File: config.mk
export PLATFORM = sky130hd
export DESIGN_NAME = stack_packetizer_flat
export DESIGN_NICKNAME = d
export VERILOG_FILES = /design/src/rtl/stack_packetizer_pkg.sv /design/src/rtl/stack_packetizer_if.sv /design/src/rtl/stack_packetizer_fifo.sv /design/src/rtl/stack_packetizer.sv /design/src/flat_wrapper.sv
export SDC_FILE = /design/constraint.sdc
export NUM_CORES = 1
export LEC_CHECK = 0
export CAP_MARGIN = 5
export CORE_MARGIN = 1
export CORE_UTILIZATION = 53
export CTS_BUF_LIST = sky130_fd_sc_hd__clkbuf_4 sky130_fd_sc_hd__clkbuf_8 sky130_fd_sc_hd__clkbuf_16
export DETAILED_ROUTE_END_ITERATION = 8
export GPL_TIMING_DRIVEN = 0
export PLACE_DENSITY = 0.79
export SLEW_MARGIN = 20
export SYNTH_ARGS = -nofsm -noshare
export SYNTH_HDL_FRONTEND = slang
export SYNTH_SLANG_ARGS = --single-unit
File: constraint.sdc
create_clock -name CLK_1MHZ -period 3.6 [get_ports CLK_1MHZ]
set_clock_uncertainty 0.05 [all_clocks]
set_input_delay 0.72 -clock CLK_1MHZ [delete_from_list [all_inputs] [get_ports CLK_1MHZ]]
set_output_delay 0.72 -clock CLK_1MHZ [all_outputs]
set_load 0.1 [all_outputs]
File: src/rtl/stack_packetizer_pkg.sv
// Shared types and constants for the geiger stack packetizer.
// Optional feature macro: STACK_PKT_CHECKSUM_EN (appends a checksum byte to each frame).
package stack_pkt_pkg;

    // Width of one geiger data stack: {counts[15:0], timestamp[23:0], id[7:0]}
    localparam int STACK_W    = 48;
    localparam int DATA_BYTES = STACK_W / 8;

    localparam logic [7:0] DEFAULT_SYNC_BYTE = 8'hAA;

`ifdef STACK_PKT_CHECKSUM_EN
    // Sync byte, six data bytes, checksum byte
    localparam int FRAME_BYTES = DATA_BYTES + 2;

    typedef enum logic [1:0] {
        IDLE = 2'd0,
        SYNC = 2'd1,
        DATA = 2'd2,
        CSUM = 2'd3
    } state_t;
`else
    // Sync byte followed by six data bytes
    localparam int FRAME_BYTES = DATA_BYTES + 1;

    typedef enum logic [1:0] {
        IDLE = 2'd0,
        SYNC = 2'd1,
        DATA = 2'd2
    } state_t;
`endif

    // Data byte idx of a stack, most significant byte first
    function automatic logic [7:0] frame_byte(input logic [STACK_W-1:0] frame,
                                              input logic [2:0]         idx);
        return frame[STACK_W - 1 - 8 * int'(idx) -: 8];
    endfunction

endpackage

File: src/rtl/stack_packetizer_if.sv
// Stack input, byte-stream output and status signals of the stack packetizer.
// master: the packetizer itself; slave: whoever supplies stacks and drains bytes.
interface stack_packetizer_if #(
    parameter int DEPTH = 4
);
    import stack_pkt_pkg::*;

    localparam int LEVEL_W = $clog2(DEPTH) + 1;

    logic [STACK_W-1:0] STACK_IN;
    logic               STACK_VALID;
    logic [7:0]         TX_BYTE;
    logic               TX_VALID;
    logic               TX_READY;
    logic               BUSY;
    logic [LEVEL_W-1:0] FIFO_LEVEL;
    logic               OVERFLOW;
    logic [7:0]         DROP_COUNT;

    modport master (
        input  STACK_IN, STACK_VALID, TX_READY,
        output TX_BYTE, TX_VALID, BUSY, FIFO_LEVEL, OVERFLOW, DROP_COUNT
    );

    modport slave (
        output STACK_IN, STACK_VALID, TX_READY,
        input  TX_BYTE, TX_VALID, BUSY, FIFO_LEVEL, OVERFLOW, DROP_COUNT
    );

endinterface

File: src/rtl/stack_packetizer_fifo.sv
// First-word-fall-through FIFO of data stacks. DEPTH must be a power of two, >= 2.
// Pointers carry one extra wrap bit: equal means empty, differing only in the
// wrap bit means full.
module stack_fifo
    import stack_pkt_pkg::*;
#(
    parameter int DEPTH = 4,
    parameter int W     = STACK_W
) (
    input  logic                     CLK_1MHZ,
    input  logic                     RESET,
    input  logic                     push,
    input  logic [W-1:0]             wr_data,
    input  logic                     pop,
    output logic [W-1:0]             rd_data,
    output logic                     full,
    output logic                     empty,
    output logic [$clog2(DEPTH):0]   level
);

    localparam int AW = $clog2(DEPTH);

    logic [W-1:0] mem [DEPTH];
    logic [AW:0]  wr_ptr;
    logic [AW:0]  rd_ptr;

    assign empty   = (wr_ptr == rd_ptr);
    assign full    = (wr_ptr[AW] != rd_ptr[AW]) && (wr_ptr[AW-1:0] == rd_ptr[AW-1:0]);
    assign level   = wr_ptr - rd_ptr;
    assign rd_data = mem[rd_ptr[AW-1:0]];

    // Advance the pointers on push and pop; both may happen in one cycle
    always_ff @(posedge CLK_1MHZ or posedge RESET) begin
        // NOTE: sequential state uses non-blocking assignments so every flop
        // samples pre-edge values regardless of block ordering.
        if (RESET) begin
            wr_ptr <= '0;
            rd_ptr <= '0;
        end else begin
            if (push) wr_ptr <= wr_ptr + 1'b1;
            if (pop)  rd_ptr <= rd_ptr + 1'b1;
        end
    end

    // Store pushed stacks
    always_ff @(posedge CLK_1MHZ) begin
        // NOTE: storage is deliberately not reset; the pointers alone define
        // which entries are valid, and an unreset array maps onto plain RAM.
        if (push) mem[wr_ptr[AW-1:0]] <= wr_data;
    end

endmodule

File: src/rtl/stack_packetizer.sv
// Buffers 48-bit geiger stacks and serializes each one as a framed byte stream
// (sync byte, six data bytes MSB first, optional checksum) on a valid/ready
// byte interface. Stacks arriving with the FIFO full and no pop are dropped
// and counted.
// Optional feature macro: STACK_PKT_CHECKSUM_EN (adds the CSUM state and byte).
module stack_packetizer
    import stack_pkt_pkg::*;
#(
    parameter int         DEPTH     = 4,
    parameter logic [7:0] SYNC_BYTE = DEFAULT_SYNC_BYTE
) (
    input  logic          CLK_1MHZ,
    input  logic          RESET,
    stack_packetizer_if.master bus
);

    localparam int          LEVEL_W   = $clog2(DEPTH) + 1;
    localparam logic [2:0]  LAST_BYTE = 3'(DATA_BYTES - 1);

    state_t             state;
    logic [STACK_W-1:0] frame;
    logic [2:0]         byte_idx;
    logic [7:0]         tx_byte;
    logic               tx_valid;
    logic               overflow;
    logic [7:0]         drop_count;
`ifdef STACK_PKT_CHECKSUM_EN
    logic [7:0]         csum;
`endif

    logic               fifo_push;
    logic               fifo_pop;
    logic               fifo_full;
    logic               fifo_empty;
    logic [STACK_W-1:0] fifo_rd_data;
    logic [LEVEL_W-1:0] fifo_level;
    logic               drop;
    logic               handshake;

    // The FSM pops whenever it sits in IDLE with something queued. A pop frees
    // a slot on the same edge, so a strobe into a full FIFO is only dropped
    // when no pop coincides with it.
    assign fifo_pop  = (state == IDLE) && !fifo_empty;
    assign fifo_push = bus.STACK_VALID && (!fifo_full || fifo_pop);
    assign drop      = bus.STACK_VALID && fifo_full && !fifo_pop;
    assign handshake = tx_valid && bus.TX_READY;

    stack_fifo #(
        .DEPTH (DEPTH),
        .W     (STACK_W)
    ) u_fifo (
        .CLK_1MHZ (CLK_1MHZ),
        .RESET    (RESET),
        .push     (fifo_push),
        .wr_data  (bus.STACK_IN),
        .pop      (fifo_pop),
        .rd_data  (fifo_rd_data),
        .full     (fifo_full),
        .empty    (fifo_empty),
        .level    (fifo_level)
    );

    // Frame FSM: TX_BYTE/TX_VALID are registered and only change on a
    // handshake, so they hold steady through any downlink stall
    always_ff @(posedge CLK_1MHZ or posedge RESET) begin
        if (RESET) begin
            state    <= IDLE;
            frame    <= '0;
            byte_idx <= '0;
            tx_byte  <= '0;
            tx_valid <= 1'b0;
`ifdef STACK_PKT_CHECKSUM_EN
            csum     <= '0;
`endif
        end else begin
            case (state)
                IDLE: begin
                    if (fifo_pop) begin
                        frame    <= fifo_rd_data;
                        tx_byte  <= SYNC_BYTE;
                        tx_valid <= 1'b1;
                        state    <= SYNC;
`ifdef STACK_PKT_CHECKSUM_EN
                        csum     <= '0;
`endif
                    end
                end

                SYNC: begin
                    if (handshake) begin
                        byte_idx <= '0;
                        tx_byte  <= frame_byte(frame, 3'd0);
                        state    <= DATA;
                    end
                end

                DATA: begin
                    if (handshake) begin
`ifdef STACK_PKT_CHECKSUM_EN
                        // tx_byte is the byte just transferred
                        csum <= csum + tx_byte;
`endif
                        if (byte_idx == LAST_BYTE) begin
`ifdef STACK_PKT_CHECKSUM_EN
                            tx_byte <= csum + tx_byte;
                            state   <= CSUM;
`else
                            tx_byte  <= '0;
                            tx_valid <= 1'b0;
                            state    <= IDLE;
`endif
                        end else begin
                            byte_idx <= byte_idx + 3'd1;
                            tx_byte  <= frame_byte(frame, byte_idx + 3'd1);
                        end
                    end
                end

`ifdef STACK_PKT_CHECKSUM_EN
                CSUM: begin
                    if (handshake) begin
                        tx_byte  <= '0;
                        tx_valid <= 1'b0;
                        state    <= IDLE;
                    end
                end
`endif

                default: begin
                    tx_byte  <= '0;
                    tx_valid <= 1'b0;
                    state    <= IDLE;
                end
            endcase
        end
    end

    // Sticky overflow flag and saturating drop counter
    always_ff @(posedge CLK_1MHZ or posedge RESET) begin
        if (RESET) begin
            overflow   <= 1'b0;
            drop_count <= '0;
        end else if (drop) begin
            overflow <= 1'b1;
            if (drop_count != 8'hFF) drop_count <= drop_count + 8'd1;
        end
    end

    assign bus.TX_BYTE    = tx_byte;
    assign bus.TX_VALID   = tx_valid;
    assign bus.BUSY       = (state != IDLE);
    assign bus.FIFO_LEVEL = fifo_level;
    assign bus.OVERFLOW   = overflow;
    assign bus.DROP_COUNT = drop_count;

endmodule

File: src/flat_wrapper.sv
// flat-port wrapper written by rule: the top's interface ports become plain ports
module stack_packetizer_flat import stack_pkt_pkg::*;
#(
    parameter int         DEPTH     = 4,
    parameter logic [7:0] SYNC_BYTE = DEFAULT_SYNC_BYTE
)
  (CLK_1MHZ, RESET, bus_STACK_IN, bus_STACK_VALID, bus_TX_READY, bus_TX_BYTE, bus_TX_VALID, bus_BUSY, bus_FIFO_LEVEL, bus_OVERFLOW, bus_DROP_COUNT);
  stack_packetizer_if #(.DEPTH(DEPTH)) bus_i ();
  input  logic CLK_1MHZ;
  input  logic RESET;
  input wire logic [$bits(bus_i.STACK_IN)-1:0] bus_STACK_IN;
  input wire logic [$bits(bus_i.STACK_VALID)-1:0] bus_STACK_VALID;
  input wire logic [$bits(bus_i.TX_READY)-1:0] bus_TX_READY;
  output wire logic [$bits(bus_i.TX_BYTE)-1:0] bus_TX_BYTE;
  output wire logic [$bits(bus_i.TX_VALID)-1:0] bus_TX_VALID;
  output wire logic [$bits(bus_i.BUSY)-1:0] bus_BUSY;
  output wire logic [$bits(bus_i.FIFO_LEVEL)-1:0] bus_FIFO_LEVEL;
  output wire logic [$bits(bus_i.OVERFLOW)-1:0] bus_OVERFLOW;
  output wire logic [$bits(bus_i.DROP_COUNT)-1:0] bus_DROP_COUNT;
  assign bus_i.STACK_IN = bus_STACK_IN;
  assign bus_i.STACK_VALID = bus_STACK_VALID;
  assign bus_i.TX_READY = bus_TX_READY;
  assign bus_TX_BYTE = bus_i.TX_BYTE;
  assign bus_TX_VALID = bus_i.TX_VALID;
  assign bus_BUSY = bus_i.BUSY;
  assign bus_FIFO_LEVEL = bus_i.FIFO_LEVEL;
  assign bus_OVERFLOW = bus_i.OVERFLOW;
  assign bus_DROP_COUNT = bus_i.DROP_COUNT;
  stack_packetizer #(.DEPTH(DEPTH), .SYNC_BYTE(SYNC_BYTE)) u_core (.CLK_1MHZ(CLK_1MHZ), .RESET(RESET), .bus(bus_i));
endmodule
==> reports/metrics.yaml <==
power_leakage_nw: 4.56
drv_cap: 0
gp_congestion: 0.850
syn_nets: 628
antenna_left: 0
start_kind: "register"
powerDensity_nw_per_um2: 963
synth_most_common_cell: "edfxtp_1"
wl_um: 20600
layout.nets: 734
vdd_drop_max_mv: 0.489
min_period_over_period_pct: 95.9
place_hpwl_um: 13900
postSynthCellCount: 564
min_path_type: "register to register"
drc_errors: 0
grt_pass1_vias: 5896
combPwrFrac_pct: 39.1
die_area_sq_um: 20700
grt_overflow_total: 0
synthTopCellsByArea: "edfxtp_1, dfrtp_1, mux4_2"
antenna_cells: 0
p_clk_share_pct: 22.1
final_area_sq_um: 12800
end_kind: "output pin"
ys_ff_latch: 269
power_frac_seq_pct: 38.8
root_buffer: "clkbuf_16"
antenna_found_initial: 0
relSlewSlack_pct: 31.7
fin_ws_ns: 0.149
cts_sinks: 269
area_growth_syn_to_layout_pct: 19.4
fin_tns_setup_ns: 0
synth_top_area_share_pct: 54.0
synthesis.area_sq_um: 10700
worst-path-max-fanout: 4
drive_gt1_share_pct: 24.2
cts_setup_buffers: 0
track_usage_pct: 21.5
placed_area_sq_um: 11900
synth_flop_cell: "edfxtp_1"
pin_count: 74
cts-buffers-inserted: 27
firstDrtPassIters: 4
via_per_inst: 5.70
cts_tree: "done"
grt_pass1_wl_um: 32900
die_w_um: 144
initial_utilization_pct: 54.5
port_buffers: 73
ys_types: 44
setup.worst_path.class: "register to output pin"
synth-async-reset-ratio_pct: 28.6
p_sw_share_pct: 36.1
drtIter0Drc: 318
layoutNonFillerInstCount: 956
synth_edf_count: 192
final_max_slew_viol_count: 0
setup_viol: 0
worst_ep_arrival_time_ns: 2.68
tightestPinTransition_ns: 1.01
clk_pin_slew_ns: 0.06
core_area_sq_um: 19600
status: "finished, final reports clean"
clkLatencyLatePin_ns: 0.53
fmax_mhz: 290
vias: 5446
rsz0062_at_grt: "false"
synth_area_per_cell_sq_um: 18.9
wl_per_cell_um: 21.5
grt_max_degree: 44
p_int_w: 0.00785
netlist_top_cells_count: "edfxtp_1, dfrtp_1, mux4_2"
synth.yosys.seq_area_share_pct: 72.0
numPlacedInstances: 907
clockBufferDepth: 3
net-switching-power_w: 0.00444
finalHoldViolCount: 0
fp-row-count: 51
ys_warn_count: 0
min_period_ns: 3.45
die-height_um: 144
htree_levels: 1
yosysTopAreaCell: "edfxtp_1"
critPathRequiredTime_ns: 2.83
place_ws_ns: -0.308
layer usage:
metal,vias up,routed length (um),track usage [%]
met5,-,0,0
met4,0,488,6.10
met3,40,913,3.38
met2,130,10300,36.6
met1,2844,8870,28.9
li1,2432,-,-
cell type report:
class | instances | area [sq um]
clock inverters | 9 | 75.1
multi-input cells | 254 | 2850
flip-flops and latches | 269 | 7690
fillers | 1364 | 6840
plain buffers | 25 | 106
well taps | 265 | 332
inverters | 15 | 58.8
clock buffers | 41 | 806
repair buffers | 78 | 836
state kept, by name, summed over array words and instances (netlist names):
| name | cells |
|---|---|
| u_core.byte_idx | 3 |
| u_core.state | 2 |
| u_core.bus.TX_VALID | 1 |
| u_core.u_fifo.mem | 192 |
| u_core.bus.OVERFLOW | 1 |
| u_core.u_fifo.wr_ptr | 3 |
| u_core.frame | 48 |
| u_core.bus.DROP_COUNT | 8 |
| u_core.bus.TX_BYTE | 8 |
| u_core.u_fifo.rd_ptr | 3 |
worst paths after layout:
kind | from | endpoint | slack [ns] | depth (start not counted)
worst max-delay path | u_core.u_fifo.wr_ptr[0]$_DFFE_PP0P_ | bus_FIFO_LEVEL[2] | 0.15 | 5
worst min-delay path | u_core.bus.OVERFLOW$_DFFE_PP0P_ | u_core.bus.OVERFLOW$_DFFE_PP0P_ | 0.43 | 1
worst max register to register | u_core.u_fifo.rd_ptr[1]$_DFFE_PP0P_ | u_core.frame[32]$_DFFE_PP0P_ | 0.39 | 6
worst min register to register | u_core.bus.OVERFLOW$_DFFE_PP0P_ | u_core.bus.OVERFLOW$_DFFE_PP0P_ | 0.43 | 1
max in group asynchronous | RESET | u_core.frame[15]$_DFFE_PP0P_ | 2.37 | 3
min in group asynchronous | RESET | u_core.frame[47]$_DFFE_PP0P_ | 0.53 | 2
per-stage QoR:
stage / util [%] / hold WS [ns] / total power (W)
after global routing: 65.1 / 0.453 / 0.0129
after CTS: 65.1 / 0.439 / 0.0124
after global placement: 60.0 / 0.399 / 0.00944
final: 65.1 / 0.428 / 0.0123
after detailed placement: 60.6 / 0.404 / 0.00964
after floorplan: - / 0.407 / 0.00825
cells by family after synthesis:
| group | count (synthesis) | synth area share (%) |
|---|---|---|
| AO/OA/AOI/OAI | 52 | 3.34 |
| XOR/XNOR | 11 | 0.902 |
| adder cells (fa/ha/maj) | 12 | 1.48 |
| buffers and inverters | 41 | 1.53 |
| flip-flops | 269 | 72.0 |
| multiplexers | 122 | 17.8 |
| AND/OR/NAND/NOR | 57 | 2.97 |
cells in the final DEF, fill, tap and decap left out, types with 5 or more instances in the layout:
cell	Yosys	final
edfxtp_1	192	192
dfrtp_1	77	77
clkdlybuf4s50_1	0	71
mux4_2	49	49
mux2_2	45	45
clkbuf_16	0	27
mux2i_1	22	22
inv_1	15	14
nand2_1	13	13
nor2_1	12	12
clkbuf_1	14	12
ha_1	11	11
o21ai_0	10	10
clkbuf_4	0	10
buf_2	8	9
xor2_1	7	7
nand2b_1	7	7
o22ai_1	7	7
mux2_1	6	6
a21oi_1	6	6
a21o_1	5	5
o21a_1	5	5
clkinv_2	0	5
critical path: stages (launching register included):
cell           delay [ns]
dfrtp_1              0.38
inv_1                0.12
ha_1                 0.23
fa_1                 0.38
xnor2_1              0.16
dlygate4sd2_1        0.87
power groups by stage:
stage          registers, W  logic, W  clock network (W)
2_1_floorplan       0.00513   0.00313                  0
3_3_place_gp        0.00482   0.00463                  0
3_5_place_dp        0.00482   0.00482                  0
4_1_cts             0.00477   0.00485            0.00276
5_1_grt             0.00484   0.00515            0.00288
6_report            0.00476   0.00481            0.00271
what timing repair did:
item	in CTS	in global routing
gates resized for setup	4	2
hold buffers	0	0
setup endpoints to repair	190	191
cloned	0	0
No activity file was read; power rests on OpenSTA's default activity.
